===== src/rtl/temporizador_pkg.sv =====
`default_nettype none
// ============================================================================
// Module   : temporizador_pkg
// Brief    : Shared state encodings, defaults and channel indices for the
//            game event timer.
// Revision : 1.0
// ============================================================================
package temporizador_pkg;

    typedef enum logic [1:0] {
        PARADO  = 2'b00,
        RODANDO = 2'b01,
        PAUSADO = 2'b10
    } estado_t;

    localparam int W_PADRAO           = 64;
    localparam int MIN_PERIODO_PADRAO = 2;
    localparam int WP_PADRAO          = 8;

    localparam int NUM_CANAIS      = 3;
    localparam int CANAL_GERA      = 0;
    localparam int CANAL_MOVE_ASTE = 1;
    localparam int CANAL_MOVE_TIRO = 2;

endpackage
`default_nettype wire


===== src/rtl/temporizador_eventos_jogo_canal.sv =====
`default_nettype none
// ============================================================================
// Module   : canal_temporizador
// Brief    : One periodic event channel: interval counter, held request with
//            acknowledge, and saturating missed-event counter.
// Revision : 1.0
// ============================================================================
module canal_temporizador
    import temporizador_pkg::*;
#(
    parameter int W           = W_PADRAO,
    parameter int MIN_PERIODO = MIN_PERIODO_PADRAO,
    parameter int WP          = WP_PADRAO
) (
    input  logic          clock,
    input  logic          reset,
    input  logic          limpar,
    input  logic          contar,
    input  logic [W-1:0]  periodo,
    input  logic          ack,
    output logic          pedido,
    output logic [WP-1:0] perdas
);

    localparam logic [W-1:0]  c_min_periodo = W'(MIN_PERIODO);
    localparam logic [W-1:0]  c_um          = W'(1);
    localparam logic [WP-1:0] c_perdas_max  = '1;

    logic [W-1:0]  r_cnt;
    logic [W-1:0]  r_periodo;
    logic          r_pedido;
    logic [WP-1:0] r_perdas;

    logic [W-1:0]  w_periodo_efetivo;
    logic          w_expira;
    logic          w_overrun;

    assign w_periodo_efetivo = (periodo < c_min_periodo) ? c_min_periodo : periodo;
    assign w_expira          = contar && (r_cnt == (r_periodo - c_um));
    // An ack landing on the expiry edge consumes the old event, so nothing is lost.
    assign w_overrun         = w_expira && r_pedido && !ack;

    always_ff @(posedge clock or posedge reset) begin
        if (reset) begin
            r_cnt     <= '0;
            r_periodo <= c_min_periodo;
            r_pedido  <= 1'b0;
            r_perdas  <= '0;
        end else if (limpar) begin
            r_cnt     <= '0;
            r_periodo <= w_periodo_efetivo;
            r_pedido  <= 1'b0;
            r_perdas  <= '0;
        end else begin
            if (w_expira) begin
                r_cnt     <= '0;
                r_periodo <= w_periodo_efetivo;
            end else if (contar) begin
                r_cnt <= r_cnt + c_um;
            end

            if (w_expira) begin
                r_pedido <= 1'b1;
            end else if (ack && r_pedido) begin
                r_pedido <= 1'b0;
            end

            if (w_overrun && (r_perdas != c_perdas_max)) begin
                r_perdas <= r_perdas + 1'b1;
            end
        end
    end

    assign pedido = r_pedido;
    assign perdas = r_perdas;

endmodule
`default_nettype wire


===== src/rtl/temporizador_eventos_jogo.sv =====
`default_nettype none
// ============================================================================
// Module   : temporizador_eventos_jogo
// Brief    : Start/stop/pause control FSM driving three periodic event
//            channels (asteroid spawn, asteroid move, shot move).
// Revision : 1.0
// ============================================================================
module temporizador_eventos_jogo
    import temporizador_pkg::*;
#(
    parameter int W           = W_PADRAO,
    parameter int MIN_PERIODO = MIN_PERIODO_PADRAO,
    parameter int WP          = WP_PADRAO
) (
    input  logic          clock,
    input  logic          reset,
    input  logic          iniciar,
    input  logic          parar,
    input  logic          pausa,
    input  logic [W-1:0]  tempo_gera_aste,
    input  logic [W-1:0]  tempo_move_aste,
    input  logic [W-1:0]  tempo_move_tiro,
    input  logic          ack_gera,
    input  logic          ack_move_aste,
    input  logic          ack_move_tiro,
    output logic          pedido_gera,
    output logic          pedido_move_aste,
    output logic          pedido_move_tiro,
    output logic [WP-1:0] perdas_gera,
    output logic [WP-1:0] perdas_move_aste,
    output logic [WP-1:0] perdas_move_tiro,
    output logic [1:0]    estado
);

    estado_t r_estado;
    estado_t w_estado_prox;
    logic    w_limpar;
    logic    w_contar;
    logic    w_forcar_ack;

    logic [W-1:0]            w_periodo [NUM_CANAIS];
    logic [NUM_CANAIS-1:0]   w_ack;
    logic [NUM_CANAIS-1:0]   w_pedido;
    logic [WP-1:0]           w_perdas  [NUM_CANAIS];

    always_ff @(posedge clock or posedge reset) begin
        if (reset) begin
            r_estado <= PARADO;
        end else begin
            r_estado <= w_estado_prox;
        end
    end

    // Stopping must drop pending requests while leaving counters and losses
    // untouched; a forced ack does exactly that since no expiry can coincide.
    always_comb begin
        w_estado_prox = r_estado;
        w_limpar      = 1'b0;
        w_contar      = 1'b0;
        w_forcar_ack  = 1'b0;
        if (parar) begin
            w_estado_prox = PARADO;
            w_forcar_ack  = 1'b1;
        end else if (iniciar) begin
            w_estado_prox = RODANDO;
            w_limpar      = 1'b1;
        end else begin
            case (r_estado)
                RODANDO: begin
                    if (pausa) begin
                        w_estado_prox = PAUSADO;
                    end else begin
                        w_contar = 1'b1;
                    end
                end
                PAUSADO: begin
                    if (!pausa) begin
                        w_estado_prox = RODANDO;
                    end
                end
                default: begin
                    w_estado_prox = r_estado;
                end
            endcase
        end
    end

    assign w_periodo[CANAL_GERA]      = tempo_gera_aste;
    assign w_periodo[CANAL_MOVE_ASTE] = tempo_move_aste;
    assign w_periodo[CANAL_MOVE_TIRO] = tempo_move_tiro;

    assign w_ack[CANAL_GERA]      = ack_gera;
    assign w_ack[CANAL_MOVE_ASTE] = ack_move_aste;
    assign w_ack[CANAL_MOVE_TIRO] = ack_move_tiro;

    generate
        for (genvar i = 0; i < NUM_CANAIS; i++) begin : g_canal
            canal_temporizador #(
                .W           (W),
                .MIN_PERIODO (MIN_PERIODO),
                .WP          (WP)
            ) u_canal (
                .clock   (clock),
                .reset   (reset),
                .limpar  (w_limpar),
                .contar  (w_contar),
                .periodo (w_periodo[i]),
                .ack     (w_ack[i] | w_forcar_ack),
                .pedido  (w_pedido[i]),
                .perdas  (w_perdas[i])
            );
        end
    endgenerate

    assign pedido_gera      = w_pedido[CANAL_GERA];
    assign pedido_move_aste = w_pedido[CANAL_MOVE_ASTE];
    assign pedido_move_tiro = w_pedido[CANAL_MOVE_TIRO];
    assign perdas_gera      = w_perdas[CANAL_GERA];
    assign perdas_move_aste = w_perdas[CANAL_MOVE_ASTE];
    assign perdas_move_tiro = w_perdas[CANAL_MOVE_TIRO];
    assign estado           = r_estado;

endmodule
`default_nettype wire

===== config.mk =====
export PLATFORM = sky130hd
export DESIGN_NAME = temporizador_eventos_jogo
export DESIGN_NICKNAME = d
export VERILOG_FILES = /design/src/rtl/temporizador_pkg.sv /design/src/rtl/temporizador_eventos_jogo_canal.sv /design/src/rtl/temporizador_eventos_jogo.sv
export SDC_FILE = /design/constraint.sdc
export NUM_CORES = 1
export LEC_CHECK = 0
export BUFFER_PORTS_ARGS = -buffer_cell sky130_fd_sc_hd__buf_2
export CAP_MARGIN = 20
export CORE_MARGIN = 3
export CORE_UTILIZATION = 40
export CTS_CLUSTER_SIZE = 10
export DETAILED_ROUTE_END_ITERATION = 8
export GPL_TIMING_DRIVEN = 1
export PLACE_DENSITY = 0.64
export SETUP_SLACK_MARGIN = 0.02
export SYNTH_ARGS = -nofsm -noshare
export SYNTH_HDL_FRONTEND = slang
export SYNTH_HIERARCHICAL = 1
export SYNTH_SLANG_ARGS = --single-unit

===== constraint.sdc =====
create_clock -name clock -period 6.3 [get_ports clock]
set_clock_uncertainty 0.1 [all_clocks]
set_input_delay 0.945 -clock clock [delete_from_list [all_inputs] [get_ports clock]]
set_output_delay 0.945 -clock clock [all_outputs]
set_load 0.02 [all_outputs]

==> results of run 1 <==
-- logic make-up (layout without fill, tap and decap cells) --
family	count (synthesis)	in the layout	share of synthesized area [%]
xor gates and xnor gates	468	468	14.89
muxes	213	213	8.647
AOI/OAI and AO/OA	258	258	6.565
and+or+nand+nor	1418	1418	28.68
adders and majority gates	14	14	0.6092
other	0	1	0
buffers and inverters	202	398	3.041
DFF	413	413	37.57
-- per-stage QoR --
step	cell area [um2]	hold WS, ns	util (%)	worst slack [ns]	cells
floorplan	27520	0.3995	-	1.589	2986
global placement	29500	0.4123	43.62	1.114	3975
detailed placement	29510	0.4327	43.63	1.116	3977
CTS	31010	0.2221	45.85	1.096	4055
global route	31010	0.2428	45.85	0.6430	4055
finish	31010	0.2627	45.85	1.083	4056
-- cells in the final DEF, fill, tap and decap left out, drive strengths merged, types with 13 or more instances in the layout --
cell type	n
or3	45
o21ai	51
clkbuf	72
nor3	310
buf	271
nand3	138
a21oi	46
nor4	165
nor2	190
xor2	198
or4	66
mux2	198
and3	42
inv	51
nor4b	13
dfrtp	410
xnor2	270
and4	15
nand4	102
o31ai	15
nand2	159
nor2b	28
nor3b	19
mux2i	15
nand2b	48
and2	21
-- final cells by class --
type	count	area (um2)
Fill cell	6546	36620
Multi-Input combinational cell	2371	16380
Sequential cell	413	10340
Timing Repair Buffer	271	1496
Clock buffer	72	1425
Tap cell	873	1092
Inverter	49	198.9
Clock inverter	6	73.82
Antenna cell	1	2.502
-- power by group --
part           total [mW]  internal (mW)  leakage, nW  switching [mW]
Sequential           3.27           2.84         5.34           0.432
Combinational        1.19          0.549         5.71           0.642
Clock                2.72           1.59        0.736            1.13
Total                7.18           4.98         11.8            2.20
-- worst max-delay path by stage --
| stage | start | slack [ns] | endpoint |
|---|---|---|---|
| floorplan | reset | 1.59 | g_canal[0].u_canal/pedido |
| global placement | g_canal[2].u_canal/r_periodo[0] | 1.11 | g_canal[2].u_canal/perdas[3] |
| detailed placement | g_canal[2].u_canal/r_periodo[0] | 1.12 | g_canal[2].u_canal/perdas[4] |
| CTS | g_canal[0].u_canal/r_periodo[0] | 1.10 | g_canal[0].u_canal/perdas[3] |
| global route | g_canal[1].u_canal/r_periodo[0] | 0.64 | g_canal[1].u_canal/perdas[4] |
| finish | g_canal[0].u_canal/r_periodo[0] | 1.08 | g_canal[0].u_canal/perdas[3] |
-- routing by layer --
layer	share of wire (%)	GRT usage, %	vias to the layer above
met3	7.0	4.010	155
li1	-	-	11330
met1	45	34.43	11800
met4	2.7	6.514	2
met5	0.014	0	-
met2	45	38.66	859
-- critical path, delay by kind of cell (launching register included) --
kind	cells	cell delay [ns]
AND/OR/NAND/NOR	7	3.35
flip-flops	1	0.47
AO/OA/AOI/OAI	1	0.37
multiplexers	1	0.37
adder cells (fa/ha/maj)	1	0.32
buffers and inverters	1	0.11
-- sequential cells by signal, summed over array words and instances (netlist names) --
signal and count:
estado 2, g_canal.u_canal/r_cnt 192, g_canal.u_canal/r_periodo 192, g_canal.u_canal/perdas 24, g_canal.u_canal/pedido 3
==> flow_summary.html, run 1 <==
<table>
<tr><th>Metric</th><th>Value</th></tr>
<tr><th colspan="2">Die</th></tr>
<tr><td>Initial Utilization</td><td>40.69%</td></tr>
<tr><td>Full die area</td><td>71990 um2</td></tr>
<tr><td>I/O pin count</td><td>229</td></tr>
<tr><td>Die height</td><td>268.3 um</td></tr>
<tr><td>Floorplan die width</td><td>268.3 um</td></tr>
<tr><td>CORE AREA</td><td>67630 um2</td></tr>
<tr><td>Site row count</td><td>95</td></tr>
<tr><th colspan="2">Placed design</th></tr>
<tr><td>Final HPWL from detailed placement</td><td>68620 um</td></tr>
<tr><td>IO Port Bufs</td><td>228</td></tr>
<tr><td>Global placement routability congestion</td><td>1.009</td></tr>
<tr><th colspan="2">Outcome</th></tr>
<tr><td>Run status</td><td>completed</td></tr>
<tr><th colspan="2">Cells and area</th></tr>
<tr><td>Ratio of cells with drive above 1 in the final layout</td><td>18.95%</td></tr>
<tr><td>Net count reported at finish</td><td>3367</td></tr>
<tr><td>Synth-to-Final Area Change</td><td>12.68%</td></tr>
<tr><th colspan="2">Synthesis</th></tr>
<tr><td>Number of enable flip-flop cells after synthesis</td><td>0</td></tr>
<tr><td>Top area cells in the synthesized netlist</td><td>sky130_fd_sc_hd__dfrtp_1 (37%), sky130_fd_sc_hd__xnor2_1 (8.6%), sky130_fd_sc_hd__mux2_2 (8.1%)</td></tr>
<tr><td>Ys flop type</td><td>sky130_fd_sc_hd__dfrtp_1</td></tr>
<tr><td>Syn Nets</td><td>3197</td></tr>
<tr><td>Ranking of synthesized cells by instance count</td><td>sky130_fd_sc_hd__dfrtp_1 (410), sky130_fd_sc_hd__nor3_1 (309), sky130_fd_sc_hd__xnor2_1 (270)</td></tr>
<tr><td>Synth cell types</td><td>71</td></tr>
<tr><td>Average footprint of a synthesized cell</td><td>9.217 um2</td></tr>
<tr><td>Sequential cell area fraction in the yosys report</td><td>37.57%</td></tr>
<tr><td>Post-Synthesis Cell Area</td><td>27520 um2</td></tr>
<tr><td>Post-synth top area share</td><td>37.28%</td></tr>
<tr><td>Number of warning messages in the yosys log</td><td>6</td></tr>
<tr><td>Share of async-settable or async-resettable flops after synthesis</td><td>100.0%</td></tr>
<tr><td>Number of instances in the synthesized netlist</td><td>2986</td></tr>
<tr><td>Area leader, netlist</td><td>sky130_fd_sc_hd__dfrtp_1</td></tr>
<tr><td>Number of storage elements in the synthesis netlist</td><td>413</td></tr>
<tr><td>Cell with the most instances after synthesis</td><td>sky130_fd_sc_hd__dfrtp_1</td></tr>
<tr><th colspan="2">STA</th></tr>
<tr><td>Max transition margin</td><td>31.74%</td></tr>
<tr><td>Post-route setup TNS</td><td>0 ns</td></tr>
<tr><td>Setup repair after global routing missed its margin</td><td>no</td></tr>
<tr><td>Final period util</td><td>82.81%</td></tr>
<tr><td>Slew at the pin closest to its max-slew limit</td><td>1.015 ns</td></tr>
<tr><td>Total count of hold-check failures in the final report</td><td>0</td></tr>
<tr><td>Max frequency</td><td>191.7 MHz</td></tr>
<tr><td>Final count of pins violating max slew</td><td>0</td></tr>
<tr><td>Clock period minus worst slack</td><td>5.217 ns</td></tr>
<tr><td>Final count of negative-setup-slack endpoints</td><td>0</td></tr>
<tr><th colspan="2">Clock tree</th></tr>
<tr><td>Hold_buf cts</td><td>0</td></tr>
<tr><td>Clock input transition at the sequential cells of the worst setup and hold paths</td><td>0.06 ns</td></tr>
<tr><td># H-tree levels</td><td>2</td></tr>
<tr><td>Clock latency on the worst-skew pair</td><td>0.61 ns</td></tr>
<tr><td>TritonCTS Buffers</td><td>50</td></tr>
<tr><td>Number of resized instances in the post-cts repair step</td><td>0</td></tr>
<tr><td>TritonCTS Sinks</td><td>413</td></tr>
<tr><td>Root buffer cell</td><td>sky130_fd_sc_hd__clkbuf_16</td></tr>
<tr><td>TritonCTS clock tree</td><td>built</td></tr>
<tr><td>Max Root-Sink Buffers</td><td>3</td></tr>
<tr><td>Post-CTS setup-driven buffer insertion count</td><td>0</td></tr>
<tr><th colspan="2">Setup path</th></tr>
<tr><td>Crit. End Element</td><td>flop</td></tr>
<tr><td>Worst reg2reg startpoint</td><td>g_canal[0].u_canal/r_periodo[0]</td></tr>
<tr><td>Crit path required time</td><td>6.67 ns</td></tr>
<tr><td>Classification of the worst setup path</td><td>reg -&gt; reg</td></tr>
<tr><td>Setup crit start kind</td><td>flop</td></tr>
<tr><td>Worst path max stage delay</td><td>0.79 ns</td></tr>
<tr><td>Most frequent cell on the critical path</td><td>sky130_fd_sc_hd__nor4_1</td></tr>
<tr><td>Crit path max-delay cell type</td><td>sky130_fd_sc_hd__or4_1</td></tr>
<tr><td>Reg2Reg Capture Point</td><td>g_canal[0].u_canal/perdas[3]</td></tr>
<tr><td>R2R setup slack</td><td>1.08 ns</td></tr>
<tr><td>Critical-path maximum fanout</td><td>13</td></tr>
<tr><td>Critical Path AT</td><td>5.59 ns</td></tr>
<tr><td>Cells along the critical path</td><td>inv_1 -&gt; ha_1 -&gt; or3b_2 -&gt; nor4_1 -&gt; nand4_1 -&gt; or2_2 -&gt; a2111oi_0 -&gt; nand3_1 -&gt; or4_1 -&gt; nor4_1 -&gt; mux2_2</td></tr>
<tr><td>Reg2reg path depth</td><td>11</td></tr>
<tr><th colspan="2">Hold path</th></tr>
<tr><td>Worst min-delay path class</td><td>in -&gt; async</td></tr>
<tr><th colspan="2">Power and ir drop</th></tr>
<tr><td>Worst-case vdd ir drop</td><td>0.0001958 V</td></tr>
<tr><td>Static power due to leakage</td><td>11.78 nW</td></tr>
<tr><td>Power density normalized to cell area</td><td>231.6 nW/um2</td></tr>
<tr><td>Post-route total power</td><td>7.183 mW</td></tr>
<tr><th colspan="2">Route</th></tr>
<tr><td>Post-Route WL</td><td>89730 um</td></tr>
<tr><td>DRC viols</td><td>0</td></tr>
<tr><td>Wire length per cell</td><td>22.12 um</td></tr>
<tr><td>Iteration count of the initial detailed-routing pass</td><td>7</td></tr>
<tr><td>Post-detailed-route via-to-cell ratio</td><td>5.951</td></tr>
<tr><td>Count of vias placed by the detailed router</td><td>24140</td></tr>
<tr><td>Antenna Violating Nets Remaining</td><td>0</td></tr>
<tr><td>Count of routing violations after the opening detailed-route iteration</td><td>1947</td></tr>
<tr><th colspan="2">Global routing</th></tr>
<tr><td>Via count of the first global-routing pass</td><td>22850</td></tr>
<tr><td>Largest net degree at the start of global routing</td><td>87</td></tr>
<tr><td>Overall track demand over capacity in global routing</td><td>24.33%</td></tr>
<tr><td>Leftover overflow at the end of global routing</td><td>0</td></tr>
<tr><td>Antenna violations before repair</td><td>2</td></tr>
<tr><td>Wire length of the first global-routing pass</td><td>136900 um</td></tr>
<tr><th colspan="2">Run</th></tr>
<tr><td>Number of maximum-capacitance violations</td><td>0</td></tr>
</table>
No activity file was read; power rests on OpenSTA's default activity.
==> run 2: changes to the inputs <==
- clock period: 6.3 -> 5.3 ns (I/O delays scaled with it)
==> run 2 against run 1 <==
Against the previous run: core utilization is 0.66 points higher; setup slack worse by 0.80 ns; register-to-register slack worse by 0.80 ns; non-clock buffer count is 49 higher; sequential cell count stayed put; routed wire length is 3.5% higher; largest cell class unchanged.
==> flow_summary.html, run 2 (synthesis gave the netlist of run 1 again) <==
<table>
<tr><th>Metric</th><th>Value</th></tr>
<tr><th colspan="2">Outcome</th></tr>
<tr><td>Run status</td><td>completed</td></tr>
<tr><th colspan="2">Route</th></tr>
<tr><td>Count of vias placed by the detailed router</td><td>24410 (+1.1%)</td></tr>
<tr><td>Max Used Layer</td><td>met5</td></tr>
<tr><td>Iteration count of the initial detailed-routing pass</td><td>6 (-1)</td></tr>
<tr><td>Wire length per cell</td><td>22.57 um (+2.0%)</td></tr>
<tr><td>Count of routing violations after the opening detailed-route iteration</td><td>1990 (+2.2%)</td></tr>
<tr><td>Post-Route WL</td><td>92870 um (+3.5%)</td></tr>
<tr><td>Post-detailed-route via-to-cell ratio</td><td>5.933 (-0.30%)</td></tr>
<tr><td>DRC viols</td><td>0 (unchanged)</td></tr>
<tr><td>Routed length on met3</td><td>6406 um (+2.6%)</td></tr>
<tr><td>Post-route met1 wirelength</td><td>41290 um (+2.1%)</td></tr>
<tr><td>Length of routed met2 wiring</td><td>41830 um (+2.9%)</td></tr>
<tr><td>Antenna Violating Nets Remaining</td><td>0 (unchanged)</td></tr>
<tr><th colspan="2">Run</th></tr>
<tr><td>Number of maximum-capacitance violations</td><td>0 (unchanged)</td></tr>
<tr><th colspan="2">Clock tree</th></tr>
<tr><td>Root buffer cell</td><td>sky130_fd_sc_hd__clkbuf_16</td></tr>
<tr><td>Max Root-Sink Buffers</td><td>3 (unchanged)</td></tr>
<tr><td>TritonCTS clock tree</td><td>built</td></tr>
<tr><td>Clock input transition at the sequential cells of the worst setup and hold paths</td><td>0.06 ns (about the same)</td></tr>
<tr><td># H-tree levels</td><td>2 (unchanged)</td></tr>
<tr><td>Post-CTS setup-driven buffer insertion count</td><td>0 (unchanged)</td></tr>
<tr><td>TritonCTS Buffers</td><td>51 (+2.0%)</td></tr>
<tr><td>TritonCTS Sinks</td><td>413 (unchanged)</td></tr>
<tr><td>Clock latency on the worst-skew pair</td><td>0.60 ns (about the same)</td></tr>
<tr><th colspan="2">STA</th></tr>
<tr><td>Final count of negative-setup-slack endpoints</td><td>0 (unchanged)</td></tr>
<tr><td>Final worst-path setup slack</td><td>0.2815 ns (-0.8014 ns)</td></tr>
<tr><td>Slew at the pin closest to its max-slew limit</td><td>1.051 ns (+0.03680 ns)</td></tr>
<tr><td>Final count of pins violating max slew</td><td>0 (unchanged)</td></tr>
<tr><td>Max frequency</td><td>199.3 MHz (+4.0%)</td></tr>
<tr><td>Clock period minus worst slack</td><td>5.018 ns (-0.1986 ns)</td></tr>
<tr><td>Setup repair after global routing missed its margin</td><td>no</td></tr>
<tr><td>Total count of hold-check failures in the final report</td><td>0 (unchanged)</td></tr>
<tr><td>Max transition margin</td><td>29.26% (-2.5 points)</td></tr>
<tr><td>Final period util</td><td>94.69% (+12 points)</td></tr>
<tr><td>Post-route setup TNS</td><td>0 ns (unchanged)</td></tr>
<tr><th colspan="2">Hold path</th></tr>
<tr><td>Worst min-delay path class</td><td>in -&gt; async</td></tr>
<tr><th colspan="2">Die</th></tr>
<tr><td>Die height</td><td>268.3 um (unchanged)</td></tr>
<tr><td>Full die area</td><td>71990 um2 (unchanged)</td></tr>
<tr><td>CORE AREA</td><td>67630 um2 (unchanged)</td></tr>
<tr><td>I/O pin count</td><td>229 (unchanged)</td></tr>
<tr><td>Initial Utilization</td><td>40.69% (unchanged)</td></tr>
<tr><td>Floorplan die width</td><td>268.3 um (unchanged)</td></tr>
<tr><td>Site row count</td><td>95 (unchanged)</td></tr>
<tr><th colspan="2">Global routing</th></tr>
<tr><td>Largest net degree at the start of global routing</td><td>103 (+18%)</td></tr>
<tr><td>Via count of the first global-routing pass</td><td>23600 (+3.3%)</td></tr>
<tr><td>Overall track demand over capacity in global routing</td><td>25.33% (+1.0 points)</td></tr>
<tr><td>Antenna violations before repair</td><td>3 (+1)</td></tr>
<tr><td>Leftover overflow at the end of global routing</td><td>0 (unchanged)</td></tr>
<tr><td>Wire length of the first global-routing pass</td><td>141200 um (+3.1%)</td></tr>
<tr><th colspan="2">Cells and area</th></tr>
<tr><td>Ratio of cells with drive above 1 in the final layout</td><td>20.13% (+1.2 points)</td></tr>
<tr><td>Filler cell count</td><td>6497 (-0.75%)</td></tr>
<tr><td>Synth-to-Final Area Change</td><td>14.30%</td></tr>
<tr><td>Commonest non-fill, non-tap cell in the layout</td><td>sky130_fd_sc_hd__dfrtp_1</td></tr>
<tr><td>Non-filler cells in the finished layout</td><td>4114 (+1.4%)</td></tr>
<tr><td>Most used cells in the layout excluding fill and tap cells</td><td>sky130_fd_sc_hd__dfrtp_1 (410), sky130_fd_sc_hd__nor3_1 (309), sky130_fd_sc_hd__xnor2_1 (270)</td></tr>
<tr><td>Net count reported at finish</td><td>3417 (+1.5%)</td></tr>
<tr><th colspan="2">Placed design</th></tr>
<tr><td>Global placement routability congestion</td><td>0.9989 (-1.0%)</td></tr>
<tr><td>Final HPWL from detailed placement</td><td>72160 um (+5.2%)</td></tr>
<tr><td>Cell count after placement</td><td>4026 (+1.2%)</td></tr>
<tr><td>Worst Setup Slack post-DPL</td><td>0.2082 ns (-0.9076 ns)</td></tr>
<tr><td>IO Port Bufs</td><td>228 (unchanged)</td></tr>
<tr><th colspan="2">Setup path</th></tr>
<tr><td>Crit path required time</td><td>5.68 ns (-0.99 ns)</td></tr>
<tr><td>Setup crit start kind</td><td>flop</td></tr>
<tr><td>Destination of the critical timing path</td><td>g_canal[1].u_canal/r_periodo[25]</td></tr>
<tr><td>R2R setup slack</td><td>0.28 ns (-0.80 ns)</td></tr>
<tr><td>Crit. End Element</td><td>flop</td></tr>
<tr><td>Reg2Reg Capture Point</td><td>g_canal[1].u_canal/r_periodo[25]</td></tr>
<tr><td>Critical Path AT</td><td>5.40 ns (-0.19 ns)</td></tr>
<tr><td>Worst reg2reg startpoint</td><td>g_canal[1].u_canal/r_periodo[4]</td></tr>
<tr><td>Critical-path maximum fanout</td><td>38 (+25)</td></tr>
<tr><td>Classification of the worst setup path</td><td>reg -&gt; reg</td></tr>
<tr><td>Reg2reg path depth</td><td>12 (+1)</td></tr>
<tr><td>First element of the critical path</td><td>g_canal[1].u_canal/r_periodo[4]</td></tr>
<tr><th colspan="2">Power and ir drop</th></tr>
<tr><td>Power density normalized to cell area</td><td>274.3 nW/um2 (+18%)</td></tr>
<tr><td>Post-route total power</td><td>8.630 mW (+20%)</td></tr>
<tr><td>Worst-case vdd ir drop</td><td>0.0002401 V (+23%)</td></tr>
<tr><td>Static power due to leakage</td><td>12.05 nW (+2.3%)</td></tr>
</table>
==> run 2: final cells by class <==
cell class / instances / area, um2 / area share [%]
timing repair buffer: 320 / 1879 / 5.974
inverter: 49 / 198.9 / 0.6324
tap: 873 / 1092 / 3.472
antenna: 2 / 5.005 / 0.01591
sequential: 413 / 10340 / 32.87
multi-input combinational: 2371 / 16410 / 52.16
clock buffer: 77 / 1415 / 4.499
clock inverter: 9 / 118.9 / 0.3779
==> run 2: how the worst min path moves through the flow <==
| stage | slack, ns | start | end |
|---|---|---|---|
| finish | 0.14 | reset | estado[0] |
| global route | 0.13 | reset | estado[0] |
| CTS | 0.09 | reset | estado[0] |
| detailed placement | 0.44 | g_canal[0].u_canal/r_periodo[1] | g_canal[0].u_canal/r_periodo[1] |
| global placement | 0.43 | g_canal[1].u_canal/r_periodo[63] | g_canal[1].u_canal/r_periodo[63] |
| floorplan | 0.40 | g_canal[0].u_canal/r_periodo[63] | g_canal[0].u_canal/r_periodo[63] |
==> run 2: layer usage <==
layer,global-route usage (%),vias to the layer above
met5,0,-
met4,8.946,2
met3,4.230,178
met2,40.09,886
met1,35.10,11880
li1,-,11460
==> run 2: metrics by stage <==
step	hold WS, ns	util (%)	area [um2]
floorplan	0.3995	-	27520
global placement	0.4319	44.19	29890
detailed placement	0.4405	44.20	29890
CTS	0.08664	46.47	31430
global route	0.1268	46.51	31460
finish	0.1359	46.51	31460
==> run 2: what timing repair did <==
item | CTS | global route
hold buffers | 0 | 0
gates resized for setup | 0 | 3
endpoints found under the setup margin | 0 | 5
==> run 2: critical path, stage by stage (launching register included) <==
cell and delay (ns):
sky130_fd_sc_hd__dfrtp_1 0.50, sky130_fd_sc_hd__or4_1 0.66, sky130_fd_sc_hd__nor4_1 0.56, sky130_fd_sc_hd__buf_4 0.24, sky130_fd_sc_hd__nand2_1 0.16, sky130_fd_sc_hd__maj3_1 0.39, sky130_fd_sc_hd__a21oi_1 0.33, sky130_fd_sc_hd__nor2_1 0.09
sky130_fd_sc_hd__nor4b_1 0.15, sky130_fd_sc_hd__and4_2 0.26, sky130_fd_sc_hd__nor2_4 0.75, sky130_fd_sc_hd__buf_12 0.32, sky130_fd_sc_hd__mux2_2 0.37
==> run 2: power by group <==
part           switching, mW  leakage (nW)  internal [mW]  total, mW
Combinational          0.824          5.98          0.683       1.51
Sequential             0.465          5.34           3.38       3.84
Clock                   1.36         0.734           1.92       3.28
Total                   2.65          12.0           5.98       8.63
